## config.mk

```make
export PLATFORM = sky130hd
export DESIGN_NAME = asic_host_driver
export DESIGN_NICKNAME = d
export VERILOG_FILES = /design/src/rtl/asic_host_driver.sv
export SDC_FILE = /design/constraint.sdc
export NUM_CORES = 1
export LEC_CHECK = 0
export ABC_AREA = 1
export CORE_MARGIN = 3
export CORE_UTILIZATION = 46
export CTS_CLUSTER_DIAMETER = 40
export DETAILED_ROUTE_END_ITERATION = 6
export PLACE_DENSITY_LB_ADDON = 0.12
export SLEW_MARGIN = 0
export SYNTH_ARGS = -nofsm -noshare
export SYNTH_HDL_FRONTEND = slang
export SYNTH_SLANG_ARGS = --single-unit
```

## constraint.sdc

```tcl
create_clock -name CLK -period 4.2 [get_ports CLK]
set_clock_uncertainty 0.1 [all_clocks]
set_input_delay 0.84 -clock CLK [delete_from_list [all_inputs] [get_ports CLK]]
set_output_delay 0.84 -clock CLK [all_outputs]
set_load 0.01 [all_outputs]
```

## src/rtl/asic_host_driver.sv

```systemverilog
// asic_host_driver
//   Host-side sequencer for the ASIC top. A one-cycle Start request latches
//   two operands. Each operand is then presented on Inport for HOLD_CYCLES
//   cycles, A first and then B. After that the block waits for a rising edge
//   on Done and captures Outport into Result. If no edge arrives within
//   TIMEOUT_CYCLES cycles, the job is abandoned and TimedOut pulses instead.
//
// Ports
//   CLK          system clock, rising edge
//   RST_N        synchronous active-low reset
//   Start        job request, accepted only while idle
//   OpA, OpB     operands, latched on an accepted Start
//   Busy         high whenever a job is in progress
//   Inport       operand bus driven into the ASIC
//   Outport      ASIC result bus
//   Done         ASIC completion flag (level or pulse; only rising edges count)
//   Result       Outport captured on the last successful job
//   ResultValid  one-cycle pulse when Result updates
//   TimedOut     one-cycle pulse when a job is abandoned
module asic_host_driver #(
  parameter int WIDTH          = 16,
  parameter int HOLD_CYCLES    = 4,
  parameter int TIMEOUT_CYCLES = 64
) (
  input  logic             CLK,
  input  logic             RST_N,
  input  logic             Start,
  input  logic [WIDTH-1:0] OpA,
  input  logic [WIDTH-1:0] OpB,
  output logic             Busy,
  output logic [WIDTH-1:0] Inport,
  input  logic [WIDTH-1:0] Outport,
  input  logic             Done,
  output logic [WIDTH-1:0] Result,
  output logic             ResultValid,
  output logic             TimedOut
);

  localparam int HCW = (HOLD_CYCLES > 1) ? $clog2(HOLD_CYCLES) : 1;
  localparam int TCW = (TIMEOUT_CYCLES > 1) ? $clog2(TIMEOUT_CYCLES) : 1;
  localparam logic [HCW-1:0] HOLD_LAST = HCW'(HOLD_CYCLES - 1);
  localparam logic [TCW-1:0] TO_LAST   = TCW'(TIMEOUT_CYCLES - 1);

  typedef enum logic [1:0] {
    IDLE      = 2'd0,
    DRIVE_A   = 2'd1,
    DRIVE_B   = 2'd2,
    WAIT_DONE = 2'd3
  } state_t;

  state_t           state_q, state_d;
  logic [HCW-1:0]   hcnt_q, hcnt_d;
  logic [TCW-1:0]   tcnt_q, tcnt_d;
  logic [WIDTH-1:0] op_b_q, op_b_d;
  logic [WIDTH-1:0] inport_q, inport_d;
  logic [WIDTH-1:0] result_q, result_d;
  logic             busy_q, busy_d;
  logic             rv_q, rv_d;
  logic             to_q, to_d;
  logic             done_q;
  logic             done_evt;

  // Only a fresh rising edge completes a job. A Done level left over from an
  // earlier job, or one already high at reset, is never accepted.
  assign done_evt = Done & ~done_q;

  always_comb begin
    state_d  = state_q;
    hcnt_d   = hcnt_q;
    tcnt_d   = tcnt_q;
    op_b_d   = op_b_q;
    inport_d = inport_q;
    result_d = result_q;
    rv_d     = 1'b0;
    to_d     = 1'b0;

    case (state_q)
      IDLE: begin
        if (Start) begin
          // A goes straight onto the bus, so only B needs a holding register.
          op_b_d   = OpB;
          inport_d = OpA;
          hcnt_d   = HOLD_LAST;
          state_d  = DRIVE_A;
        end
      end
      DRIVE_A: begin
        if (hcnt_q == '0) begin
          hcnt_d   = HOLD_LAST;
          inport_d = op_b_q;
          state_d  = DRIVE_B;
        end else begin
          hcnt_d = hcnt_q - 1'b1;
        end
      end
      DRIVE_B: begin
        if (hcnt_q == '0) begin
          tcnt_d  = '0;
          state_d = WAIT_DONE;
        end else begin
          hcnt_d = hcnt_q - 1'b1;
        end
      end
      WAIT_DONE: begin
        // Completion is tested first, so it wins over a simultaneous timeout.
        if (done_evt) begin
          result_d = Outport;
          rv_d     = 1'b1;
          state_d  = IDLE;
        end else if (tcnt_q == TO_LAST) begin
          to_d    = 1'b1;
          state_d = IDLE;
        end else begin
          tcnt_d = tcnt_q + 1'b1;
        end
      end
      default: state_d = IDLE;
    endcase

    busy_d = (state_d != IDLE);
  end

  always_ff @(posedge CLK) begin
    if (!RST_N) begin
      state_q  <= IDLE;
      hcnt_q   <= '0;
      tcnt_q   <= '0;
      inport_q <= '0;
      result_q <= '0;
      busy_q   <= 1'b0;
      rv_q     <= 1'b0;
      to_q     <= 1'b0;
      done_q   <= 1'b1;
    end else begin
      state_q  <= state_d;
      hcnt_q   <= hcnt_d;
      tcnt_q   <= tcnt_d;
      inport_q <= inport_d;
      result_q <= result_d;
      busy_q   <= busy_d;
      rv_q     <= rv_d;
      to_q     <= to_d;
      done_q   <= Done;
    end
  end

  // The latched operand is only read after a Start has loaded it.
  always_ff @(posedge CLK) begin
    op_b_q <= op_b_d;
  end

  assign Busy        = busy_q;
  assign Inport      = inport_q;
  assign Result      = result_q;
  assign ResultValid = rv_q;
  assign TimedOut    = to_q;

endmodule

```

==> results.cfg <==
[run_status]
run_status = finished clean

[worst_setup_path]
critical_path_required_ns = 4.35
critPathLaunchType = flip-flop
r2r_start = state_q[1]$_SDFF_PN0_
cp_slowest_cell = o211ai_2
critical_path_peak_fanout = 32
r2r_end = Inport[1]$_SDFFE_PN0P_
timing.critical_path.cells = inv_1, ha_1, o211ai_2, o21ai_0, a21oi_1
worst_path_dominant_cell_family = compound AO/OA/AOI/OAI gates
max_stage_delay_ns = 1.01
r2r_setup_slack_ns = 1.56
worstSetupPathType = reg -> reg
critical_path.endpoint_type = flip-flop
crit_arrival_ns = 2.79
worst-path-buf-inv = 1
worst_r2r_path_depth = 5

[clock_network]
htree_levels = 3
number_of_sinks_driven_by_the_clock_tree = 62
tritoncts = yes
clk_pin_slew_worst_paths_ns = 0.07
cts.repair.resized = 0
clock_latency_on_the_worst_skew_pair_ns = 0.34
postCtsSetupBuffers = 0
numCtsBuffers = 9
cts_root_buf = clkbuf_8
number_of_hold_repair_buffers_added_at_the_cts_stage = 0
cts_buffer_depth = 2

[final_layout]
utilization_pct = 67.32
design_area_mm2 = 0.003730
diodes = 0
layout.cells.non_filler = 485
area.growth.synth_to_final_pct = 40.48
final_nets = 469
fillCellCount = 461
drive_above_1_share_pct = 5.327

[yosys]
postSynthNetCount = 386
synth.top_cells.by_area = dfxtp_1 (35%), edfxtp_1 (18%), nand2_1 (14%), a21oi_1 (7.4%), nand3_1 (5.1%)
ys_dominant_reg_cell = dfxtp_1
synthArstFlopShare_pct = 0
fraction_of_the_yosys_area_taken_by_sequential_cells_pct = 52.78
synth.lib_cells_used.distinct = 25
synth_top_cell_area_share_pct = 34.68
synthCells = 326
synth_enable_flop_cells = 16
synthTopCellsByCount = nand2_1 (96), dfxtp_1 (46), a21oi_1 (39)
ys_seq_elements = 62
syn-cell-area_mm2 = 0.002655
synth.largest_area_cell = dfxtp_1
syn_area_per_cell_um2 = 8.144
post-synth-top-count-cell = nand2_1
yosysWarningCount = 0

[global_routing]
grt_use_total_pct = 19.09
grtUsageMet3_pct = 5.373
grt.met1_usage_pct = 24.59
via_count_of_the_first_global_routing_pass = 2107
gr-usage-met2_pct = 30.45
grt-ovfl-total = 0
grt_start_max_net_pins = 33
number_of_antenna_violations_at_the_first_check_in_global_routing = 0
grt-busiest-layer = met2
grt_first_pass_wirelength_um = 9735

[power]
irDropWorstVdd_v = 0.0002221
power.leakage_uw = 0.001507
power-per-cell-area_mw_per_mm2 = 387.2
power.share.clock_pct = 36.2
seqPwrFrac_pct = 47.0
intPower_uw = 1085
total_switching_power_uw = 358.9
power.share.switching_pct = 24.85
p_comb_share_pct = 16.7

[sta]
tns_ns = 0
tightestPinTransition_ns = 1.112
ratio_of_final_minimum_period_to_clock_period_pct = 62.85
timing.slew.headroom_pct = 25.65
setup_slack_ns = 1.560
timing_max_transition_violations_final = 0
unrepaired_setup_endpoints_after_global_routing = false
timing_hold_violations_final = 0
clock.fmax_mhz = 378.8
fin_crit_ns = 2.640
finalSetupViolations = 0

[hold_path]
min_to = Inport[9]$_SDFFE_PN0P_
timing.hold.worst.class = reg -> reg
hold_depth = 2
hold_startpoint = Inport[9]$_SDFFE_PN0P_

[place]
place_area_mm2 = 0.003537
place_congestion = 0.8119
placed_cells_incl_taps = 470
numPortBuffers = 86
post-dp-hpwl_um = 4151
pre_cts_slack_ns = 1.484

[floorplan]
fp.dieArea_mm2 = 0.006719
design.core.area_mm2 = 0.005540
start_util_pct = 47.92
ioPinCount = 87
fp.dieH_um = 81.97
floorplan.rows = 27
die_w_um = 81.97

[route]
post-route-drc-count = 0
wl_um = 6207
number_of_violations_reported_at_the_end_of_detailed_routing_iteration_0 = 156
drt_first_pass_iters = 4
ant_nets = 0
wl_per_cell_um = 12.80
num_vias = 2357
routed_via_density = 4.860

[job]
maxCapViolations = 0
-- worst max path at each step --
stage	cells past startpoint	endpoint	slack, ns	start
after CTS	5	Inport[1]$_SDFFE_PN0P_	1.55	state_q[1]$_SDFF_PN0_
after global placement	8	tcnt_q[5]$_SDFFE_PN0P_	1.53	Done
after detailed placement	8	tcnt_q[5]$_SDFFE_PN0P_	1.48	Done
after global routing	5	Inport[1]$_SDFFE_PN0P_	1.30	state_q[1]$_SDFF_PN0_
after floorplan	8	tcnt_q[5]$_SDFFE_PN0P_	2.47	Done
final	5	Inport[1]$_SDFFE_PN0P_	1.56	state_q[1]$_SDFF_PN0_
-- cells by family (layout without fill, tap and decap cells) --
group	after synthesis	count (layout)	share of synthesized area [%]
AND/OR/NAND/NOR	143	143	22.86
flip-flops	62	62	52.78
AO/OA/AOI/OAI	61	61	12.06
buffers and inverters	49	136	7.540
adder cells (fa/ha/maj)	8	8	3.770
XOR/XNOR	3	3	0.9898
-- worst min-delay path, cell delays in order, from the launching register on --
cell and delay [ns]:
dfxtp_1 0.31, inv_1 0.05, a21oi_1 0.05
-- flip-flops by register name, indices dropped and copies added, names as in the netlist --
name         count
Busy             1
TimedOut         1
done_q           1
Result          16
state_q          2
op_b_q          16
tcnt_q           6
hcnt_q           2
ResultValid      1
Inport          16
-- power by group through the flow --
stage	clock [µW]	combinational [µW]	sequential, µW
after floorplan	0	111	701
after global placement	0	241	690
after detailed placement	0	242	692
after CTS	532	243	679
after global routing	556	270	684
final	523	242	679
-- area by class of cell --
class	instances	area (µm²)	share of cell area, %
clock buffers	14	162.7	4.361
flip-flops and latches	62	1401	37.57
inverters	35	131.4	3.522
multi-input cells	215	1054	28.25
repair buffers	86	860.8	23.08
clock inverters	1	30.03	0.8051
well taps	72	90.09	2.415
-- per-layer routing --
layer | wire [µm] | part of all wire [%] | vias up
met3 | 448 | 7.2 | 8
met1 | 2809 | 45 | 1055
li1 | - | - | 1217
met5 | 0 | 0 | -
met2 | 2878 | 46 | 77
met4 | 71 | 1.1 | 0
-- metrics by stage --
stage	total power (µW)	hold WS, ns
final	1444	0.3434
after global routing	1510	0.3712
after CTS	1455	0.3468
after detailed placement	933.8	0.3368
after global placement	930.7	0.3320
after floorplan	812.0	0.3487
-- cells in the final DEF, fill, tap and decap left out, types with 2 or more instances in the layout --
cell             synthesis  final
a21oi_1                 39     39
edfxtp_1                16     16
xor2_1                   3      3
dfxtp_1                 46     46
nor2_1                  13     13
inv_1                   31     31
nand3_1                 27     27
inv_2                    4      4
ha_1                     8      8
clkdlybuf4s50_1          0     86
o21ai_0                 15     15
nand2_2                  2      2
clkbuf_8                 0     11
o21ai_1                  3      3
clkbuf_1                 5      3
nand2_1                 96     96
Note: power is estimated with default switching activity, not from simulation.
